<file path="config.mk">
export PLATFORM = sky130hd
export DESIGN_NAME = uart_rx
export DESIGN_NICKNAME = d
export VERILOG_FILES = /design/src/rtl/uart_rx.sv
export SDC_FILE = /design/constraint.sdc
export NUM_CORES = 1
export LEC_CHECK = 0
export ABC_AREA = 1
export CAP_MARGIN = 20
export CORE_UTILIZATION = 49
export DETAILED_ROUTE_END_ITERATION = 7
export PLACE_DENSITY = 0.73
export SLEW_MARGIN = 20
export SYNTH_ARGS = -nofsm -noshare
export SYNTH_HDL_FRONTEND = slang
export SYNTH_SLANG_ARGS = --single-unit
</file>
<file path="constraint.sdc">
create_clock -name clk -period 1.28 [get_ports clk]
set_input_delay 0.256 -clock clk [delete_from_list [all_inputs] [get_ports clk]]
set_output_delay 0.256 -clock clk [all_outputs]
set_load 0.02 [all_outputs]
</file>
<file path="src/rtl/uart_rx.sv">
// uart_rx: asynchronous serial receiver (8N1), 2-flop input synchronizer, mid-bit sampling.
// Defining UART_RX_PARITY_EN inserts an even-parity bit between the data bits and the stop bit.
module uart_rx #(
   parameter int CLKS_PER_BIT = 16,
   parameter int DATA_BITS    = 8
) (
   input  logic                 clk,
   input  logic                 rst_n,
   input  logic                 rx,
   output logic [DATA_BITS-1:0] data,
   output logic                 valid,
   output logic                 frame_err,
   output logic                 parity_err,
   output logic                 busy
);

   localparam int CNT_W = $clog2(CLKS_PER_BIT);
   localparam int IDX_W = $clog2(DATA_BITS);

   localparam logic [2:0] S_IDLE   = 3'd0;
   localparam logic [2:0] S_START  = 3'd1;
   localparam logic [2:0] S_DATA   = 3'd2;
`ifdef UART_RX_PARITY_EN
   localparam logic [2:0] S_PARITY = 3'd3;
`endif
   localparam logic [2:0] S_STOP   = 3'd4;
   localparam logic [2:0] S_BREAK  = 3'd5;

   localparam logic [CNT_W-1:0] CNT_HALF = CNT_W'(CLKS_PER_BIT / 2 - 1);
   localparam logic [CNT_W-1:0] CNT_LAST = CNT_W'(CLKS_PER_BIT - 1);
   localparam logic [IDX_W-1:0] IDX_LAST = IDX_W'(DATA_BITS - 1);

   logic                 sync1_q;
   logic                 rx_s_q;

   logic [2:0]           state_q, state_d;
   logic [CNT_W-1:0]     cnt_q, cnt_d;
   logic [IDX_W-1:0]     idx_q, idx_d;
   logic [DATA_BITS-1:0] shreg_q, shreg_d;
   logic [DATA_BITS-1:0] data_q, data_d;
   logic                 valid_q, valid_d;
   logic                 frame_err_q, frame_err_d;
   logic                 sample_bit;
   logic                 bit_end;
   logic [CNT_W-1:0]     cnt_inc;

`ifdef UART_RX_PARITY_EN
   logic                 par_q, par_d;
   logic                 parity_err_q, parity_err_d;
`endif

   // rx is asynchronous to clk; only rx_s_q may be used past this point.
   always_ff @(posedge clk or negedge rst_n) begin
      if (!rst_n) begin
         sync1_q <= 1'b1;
         rx_s_q  <= 1'b1;
      end else begin
         sync1_q <= rx;
         rx_s_q  <= sync1_q;
      end
   end

   assign bit_end = (cnt_q == CNT_LAST);
   assign cnt_inc = cnt_q + CNT_W'(1);

   always_comb begin
      state_d     = state_q;
      cnt_d       = cnt_q;
      idx_d       = idx_q;
      data_d      = data_q;
      valid_d     = 1'b0;
      frame_err_d = 1'b0;
      sample_bit  = 1'b0;
`ifdef UART_RX_PARITY_EN
      par_d        = par_q;
      parity_err_d = 1'b0;
`endif
      case (state_q)
         S_IDLE: begin
            cnt_d = '0;
            idx_d = '0;
            if (!rx_s_q) begin
               state_d = S_START;
            end
         end
         S_START: begin
            // Re-check the line half a bit in; a short low pulse is a glitch.
            if (cnt_q == CNT_HALF) begin
               cnt_d   = '0;
               state_d = rx_s_q ? S_IDLE : S_DATA;
            end else begin
               cnt_d = cnt_inc;
            end
         end
         S_DATA: begin
            if (bit_end) begin
               cnt_d      = '0;
               sample_bit = 1'b1;
               if (idx_q == IDX_LAST) begin
                  idx_d = '0;
`ifdef UART_RX_PARITY_EN
                  state_d = S_PARITY;
`else
                  state_d = S_STOP;
`endif
               end else begin
                  idx_d = idx_q + IDX_W'(1);
               end
            end else begin
               cnt_d = cnt_inc;
            end
         end
`ifdef UART_RX_PARITY_EN
         S_PARITY: begin
            if (bit_end) begin
               cnt_d   = '0;
               par_d   = rx_s_q;
               state_d = S_STOP;
            end else begin
               cnt_d = cnt_inc;
            end
         end
`endif
         S_STOP: begin
            if (bit_end) begin
               cnt_d = '0;
               // A bad stop bit outranks a parity mismatch.
               if (!rx_s_q) begin
                  frame_err_d = 1'b1;
                  state_d     = S_BREAK;
               end
`ifdef UART_RX_PARITY_EN
               else if (^{shreg_q, par_q}) begin
                  parity_err_d = 1'b1;
                  state_d      = S_IDLE;
               end
`endif
               else begin
                  valid_d = 1'b1;
                  data_d  = shreg_q;
                  state_d = S_IDLE;
               end
            end else begin
               cnt_d = cnt_inc;
            end
         end
         S_BREAK: begin
            cnt_d = '0;
            if (rx_s_q) begin
               state_d = S_IDLE;
            end
         end
         default: begin
            cnt_d   = '0;
            idx_d   = '0;
            state_d = S_IDLE;
         end
      endcase
   end

   // Each shift-register bit loads only when its own index is being sampled.
   generate
      for (genvar gi = 0; gi < DATA_BITS; gi++) begin : g_shreg
         assign shreg_d[gi] = (sample_bit && (idx_q == IDX_W'(gi))) ? rx_s_q : shreg_q[gi];
      end
   endgenerate

   always_ff @(posedge clk or negedge rst_n) begin
      if (!rst_n) begin
         state_q     <= S_IDLE;
         cnt_q       <= '0;
         idx_q       <= '0;
         shreg_q     <= '0;
         data_q      <= '0;
         valid_q     <= 1'b0;
         frame_err_q <= 1'b0;
      end else begin
         state_q     <= state_d;
         cnt_q       <= cnt_d;
         idx_q       <= idx_d;
         shreg_q     <= shreg_d;
         data_q      <= data_d;
         valid_q     <= valid_d;
         frame_err_q <= frame_err_d;
      end
   end

`ifdef UART_RX_PARITY_EN
   always_ff @(posedge clk or negedge rst_n) begin
      if (!rst_n) begin
         par_q        <= 1'b0;
         parity_err_q <= 1'b0;
      end else begin
         par_q        <= par_d;
         parity_err_q <= parity_err_d;
      end
   end
   assign parity_err = parity_err_q;
`else
   assign parity_err = 1'b0;
`endif

   assign data      = data_q;
   assign valid     = valid_q;
   assign frame_err = frame_err_q;
   assign busy      = (state_q != S_IDLE);

endmodule

</file>
==> results.tsv, run 1 <==
metric	value	unit
route.vias.total	1250	
setup_violations	22	
htreeDepth	2	
syn-cell-area	0.001430	sq mm
routed_wl	3309	um
synthCells	164	
multiInputGateArea	788.3	sq um
drv_cap	0	
cp_max_fo	2	
power-per-cell-area	1472	mW/mm^2
placed_cells	222	
grt_max_degree	31	
synth-seq-cells	30	
clock-root-buffer	clkbuf_4	
outcome	finished, violations left	
skew	0.006762	ns
ioPinCount	15	
seq_area	754.5	sq um
clock_latency	0.32	ns
synth_nets	174	
layout-drive-gt1-share	43.69	%
synthAdderAreaFrac	6.124	%
start_util	51.86	%
port_buffers	13	
synth_top_family_by_area	simple AND/OR/NAND/NOR gates	
cp.required	1.02	ns
numCtsBuffers	5	
nNetsFinal	215	
crit_slowest_cell	dfrtp_1	
hold_viol_final	0	
path_class	flop to output port	
dr.pass1.iters	4	
synth-compound-area-share	6.299	%
detail-route-antenna-nets	0	
period_minus_slack	1.369	ns
grt_usage	22.59	%
synth.area.mux_share	0	%
crit_family	flip-flops	
hold_path_class	primary input to async pin	
routedWlPerCell	13.96	um
fillCellCount	196	
drt-initial-drc-count	66	
p_leak	0.001003	uW
path_buf_inv	1	
fin_ws	-0.08923	ns
fin_cells	237	
hpwl	2074	um
area_delta_synth_final	40.94	%
placement_rows	19	
startpoint_type	flop	
path_clk_slew	0.10	ns
die_y	56.03	um
dieArea	0.003139	sq mm
ys_seq_area_share	52.67	%
cts_tree	built	
viasPerCell	5.274	
rsz0062_at_grt	true	
ir_drop	1.373	mV
endpoint_kind	output port	
max_stage_delay	0.41	ns
drv_slew	0	
pre_cts_slack	-0.09717	ns
fin_crit_sh	107.0	%
gp_congestion	0.8544	
crit_chain	nor2_2 > nand2_1 > buf_2	
ys_warn_count	0	
core-area	0.002758	sq mm
max_freq	730.3	MHz
drc	0	
die_w	56.03	um
ys_types	22	
synthSimpleGateAreaFrac	28.43	%
antenna_cells	0	
antenna_found_initial	0	
synth_xor_xnor_area_share	0.6124	%
synth_area_per_cell	8.720	sq um
grt_pass1_wl	5457	um
cts_sinks	30	
failed_checks	negative setup slack	
grt_pass1_vias	1254	
grt_overflow	0	
clockBufferDepth	2	
worstPathArrival	1.11	ns
==> sequential cells by signal, indices dropped and copies added, names as in the netlist <==
signal / count
data: 8
shreg_q: 8
cnt_q: 4
idx_q: 3
state_q: 3
frame_err: 1
rx_s_q: 1
sync1_q: 1
valid: 1
==> power breakdown <==
group / switching (uW) / total (uW) / internal, uW
combinational: 683 / 1160 / 477
clock: 321 / 696 / 375
sequential: 81.5 / 1110 / 1030
total: 1090 / 2970 / 1880
==> cell type report <==
type,instances,area share (%)
multi-input combinational,116,39.11
sequential,30,37.43
timing repair buffer,33,13.22
inverter,18,3.973
clock buffer,8,3.911
tap,31,1.924
timing repair inverter,1,0.4345
==> layer usage <==
layer  global-route usage, %  vias to the layer above  share of wire, %
met3                   5.814                        7               3.3
li1                        -                      616                 -
met1                   28.42                      600                44
met2                   36.73                       27                51
met5                       0                        -                 0
met4                   9.756                        0               1.8
==> cell usage in the layout (no fill, tap or decap), types with 3 or more instances in the layout <==
cell type | Yosys | layout
buf_4 | 1 | 15
buf_6 | 0 | 4
clkbuf_2 | 0 | 7
clkbuf_4 | 0 | 5
clkbuf_8 | 0 | 3
dfrtp_1 | 28 | 27
ha_4 | 0 | 3
inv_1 | 14 | 10
inv_2 | 3 | 4
inv_4 | 0 | 3
nand2_1 | 49 | 36
nand2_2 | 2 | 11
nand2_4 | 0 | 4
nand3_1 | 17 | 8
nand3_2 | 0 | 8
nand3_4 | 2 | 4
nor2_1 | 11 | 9
nor2_2 | 3 | 4
o21ai_0 | 14 | 4
o21ai_1 | 3 | 11
==> stage by stage <==
| stage | cell area (sq um) | util (%) | TNS (ns) | hold slack (ns) | total power (uW) |
|---|---|---|---|---|---|
| after floorplan | 1438 | - | 0 | -0.03959 | 1645 |
| after global placement | 1724 | 62.52 | -0.3684 | 0.3463 | 1969 |
| after detailed placement | 1724 | 62.52 | -1.518 | 0.3491 | 2013 |
| after CTS | 1953 | 70.83 | -0.5395 | 0.2918 | 2861 |
| after global routing | 2016 | 73.09 | -2.928 | 0.3053 | 3145 |
| final | 2016 | 73.09 | -0.8098 | 0.2841 | 2967 |
==> synth_stat cells, drive strengths merged <==
cell type  number  area share [%]
a21oi           1            0.35
buf             1            0.53
clkinv          1            0.61
conb            1            0.26
dfrtp          28              49
dfstp           2             3.7
ha              7             6.1
inv            17             4.5
nand2          51              14
nand3          19             8.4
nand4           1            0.44
nor2           15             5.0
nor3            1            0.35
nor3b           1            0.53
o21ai          17             5.9
xor2            1            0.61
==> repair_timing <==
| item | CTS | global route |
|---|---|---|
| pin swaps | 11 | 11 |
| buffers inserted | 2 | 3 |
| resized for setup | 66 | 28 |
| setup endpoints to repair | 35 | 36 |
| hold buffers | 0 | 0 |
| gates cloned | 2 | 0 |
==> logic make-up after synthesis <==
family,count (synthesis)
XOR/XNOR,1
AND/OR/NAND/NOR,88
AO/OA/AOI/OAI,18
other,1
adder cells (fa/ha/maj),7
buffers and inverters,19
flip-flops,30
==> worst reg2reg max path, stage by stage (launching register included) <==
cell and delay [ns]:
dfrtp_1 0.41, nor2_2 0.15, buf_4 0.14, nand2_2 0.08, inv_2 0.11, nand3_4 0.15, clkinv_4 0.14, nand2_4 0.06
nand2_2 0.06
==> final timing paths <==
| check | end | cells past startpoint | startpoint | slack [ns] |
|---|---|---|---|---|
| max reg2reg | data[3] | 8 | state_q[0] | -0.08 |
| min reg2reg | rx_s_q | 0 | sync1_q | 0.36 |
| min | data[4] | 2 | rst_n | 0.28 |
| max in group asynchronous | rx_s_q | 2 | rst_n | 0.76 |
| min in group clk | sync1_q | 1 | rx | 0.33 |
| max | busy | 3 | state_q[0] | -0.09 |
Note: power is estimated with default switching activity, not from simulation.
==> run 2: changes to the inputs <==
--- a/config.mk
+++ b/config.mk
@@ -14,3 +14,4 @@
 export SYNTH_ARGS = -nofsm -noshare
 export SYNTH_HDL_FRONTEND = slang
 export SYNTH_SLANG_ARGS = --single-unit
+export TNS_END_PERCENT = 1
==> run 2 against run 1 <==
  * Non-clock buffer count down 2
  * Critical endpoint unchanged
  * Final cell count down 1.7%
  * Clock skew decreased by 0.0016 ns
  * The run still ends with negative setup slack left
  * Global-route usage down 2.6 points
  * Clock power about the same
  * Via count decreased by 3.0%
  * Power fell by 1.1%
  * Die area is the same
  * Worst setup slack improved by 0.016 ns
==> results.tsv, run 2 (same netlist as run 1, synthesis figures left out) <==
metric	value	unit	change
outcome	finished, violations left		
failed_checks	negative setup slack		
skew	0.005127	ns	-0.001635 ns
port_buffers	13		unchanged
placed_area	0.001724	sq mm	unchanged
antenna_found_initial	0		unchanged
layout-drive-gt1-share	36.14	%	-7.6 points
drc	0		unchanged
design_area	0.001921	sq mm	-4.7%
die_y	56.03	um	unchanged
cts_tree	built		
area_delta_synth_final	34.30	%	
path_class	flop to output port		
multiInputGateArea	724.4	sq um	-8.1%
placement_rows	19		unchanged
detail-route-antenna-nets	0		unchanged
cts_sinks	30		unchanged
fin_ws	-0.07316	ns	+0.01607 ns
period_minus_slack	1.353	ns	-0.01607 ns
nNetsFinal	211		-1.9%
drt-initial-drc-count	51		-23%
antenna_cells	0		unchanged
grt_overflow	0		unchanged
final_cell_mix	47 x nand2_1, 27 x dfrtp_1, 15 x buf_4, 10 x nor2_1, 10 x inv_1		
hpwl	2074	um	unchanged
routed_wl	3012	um	-9.0%
ir_drop	1.304	mV	-5.0%
power-per-cell-area	1529	mW/mm^2	+3.8%
p_leak	0.0009329	uW	-7.0%
ioPinCount	15		unchanged
worstPathArrival	1.10	ns	about the same
routedWlPerCell	12.93	um	-7.4%
hold_path_class	primary input to async pin		
core-area	0.002758	sq mm	unchanged
rsz0062_at_grt	true		
dr.pass1.iters	4		unchanged
rrSetupSlack	-0.04	ns	+0.04 ns
startpoint_type	flop		
start_util	51.86	%	unchanged
max_freq	739.0	MHz	+1.2%
grt_pass1_wl	4836	um	-11%
hold_viol_final	0		unchanged
grt_pass1_vias	1139		-9.2%
drv_cap	0		unchanged
cp.required	1.02	ns	about the same
grt_usage	19.95	%	-2.6 points
clock-root-buffer	clkbuf_4		
setup_violations	11		-50%
dieArea	0.003139	sq mm	unchanged
fin_tns_setup	-0.2873	ns	+0.5225 ns
fin_crit_sh	105.7	%	-1.3 points
gp_congestion	0.8544		unchanged
fillCellCount	216		+10%
path_clk_slew	0.09	ns	about the same
clockBufferDepth	2		unchanged
clock_latency	0.32	ns	about the same
route.vias.total	1212		-3.0%
endpoint_kind	output port		
layout_commonest_cell	nand2_1		
seq_area	754.5	sq um	unchanged
placed_cells	222		unchanged
cp_max_fo	2		unchanged
numCtsBuffers	5		unchanged
htreeDepth	2		unchanged
drv_slew	0		unchanged
die_w	56.03	um	unchanged
fin_cells	233		-1.7%
cts_hold_buf	0		unchanged
viasPerCell	5.202		-1.4%
grt_max_degree	31		unchanged
==> run 2: cell types whose count changed in the layout (fill, tap and decap cells not counted), moves of 2 or more <==
cell	previous run	this run
o21ai_1	11	8
buf_6	4	2
ha_1	2	4
nand3_1	8	6
nand2_4	4	1
nand2_2	11	3
nand2_1	36	47
o21ai_0	4	8
==> run 2: power by group <==
| group | switching (uW) | leakage, uW | total (uW) | internal (uW) |
|---|---|---|---|---|
| sequential | 68.1 | 0.000406 | 1100 | 1030 |
| combinational | 692 | 0.000483 | 1140 | 453 |
| clock | 319 | 0.0000446 | 694 | 375 |
| total | 1080 | 0.000933 | 2940 | 1860 |
==> run 2: path summary, 6_finish.rpt <==
| check | from | endpoint | depth (start not counted) |
|---|---|---|---|
| min | rst_n | data[4] | 2 |
| max in group asynchronous | rst_n | rx_s_q | 2 |
| min in group clk | rx | sync1_q | 1 |
| min reg2reg | sync1_q | rx_s_q | 0 |
| max | state_q[0] | busy | 3 |
| max reg2reg | state_q[0] | state_q[1] | 8 |
==> run 2: repair_timing <==
action                     4_1_cts  5_1_grt
setup endpoints to repair       35       35
pin swaps                        2       12
resized for setup               33       37
buffers inserted                 0        3
==> run 2: critical path, cell delays in order (launching register included) <==
cell and delay, ns:
dfrtp_1 0.41, nor2_2 0.14, nand2_1 0.07, buf_2 0.16
==> run 2: cell type report <==
class	instances	share of cell area, %
clock buffer	8	4.104
inverter	18	4.169
multi-input combinational	115	37.72
sequential	30	39.28
timing repair buffer	31	12.70
tap	31	2.020
==> run 2: per-stage QoR <==
step / hold slack, ns / setup slack [ns] / total power [uW] / util (%)
floorplan: -0.03959 / 0.002463 / 1645 / -
global placement: 0.3463 / -0.06448 / 1969 / 62.52
detailed placement: 0.3491 / -0.09717 / 2013 / 62.52
CTS: 0.2918 / -0.06389 / 2737 / 66.42
global route: 0.3037 / -0.1312 / 3099 / 69.65
finish: 0.2851 / -0.07316 / 2936 / 69.65
==> run 2: layer usage <==
metal  vias up  share of wire [%]  global-route usage, %
li1        600                  -                      -
met1       582                 43                  24.13
met2        25                 51                  33.84
met3         5                4.2                  4.884
met4         0                1.4                  8.362
met5         -                  0                      0
==> run 3: changes to the inputs <==
--- a/config.mk
+++ b/config.mk
@@ -6,7 +6,6 @@
 export NUM_CORES = 1
 export LEC_CHECK = 0
 export ABC_AREA = 1
-export CAP_MARGIN = 20
 export CORE_UTILIZATION = 49
 export DETAILED_ROUTE_END_ITERATION = 7
 export PLACE_DENSITY = 0.73
==> results of run 3 <==
The final DEF is identical to that of run 2; final timing and power are the same.
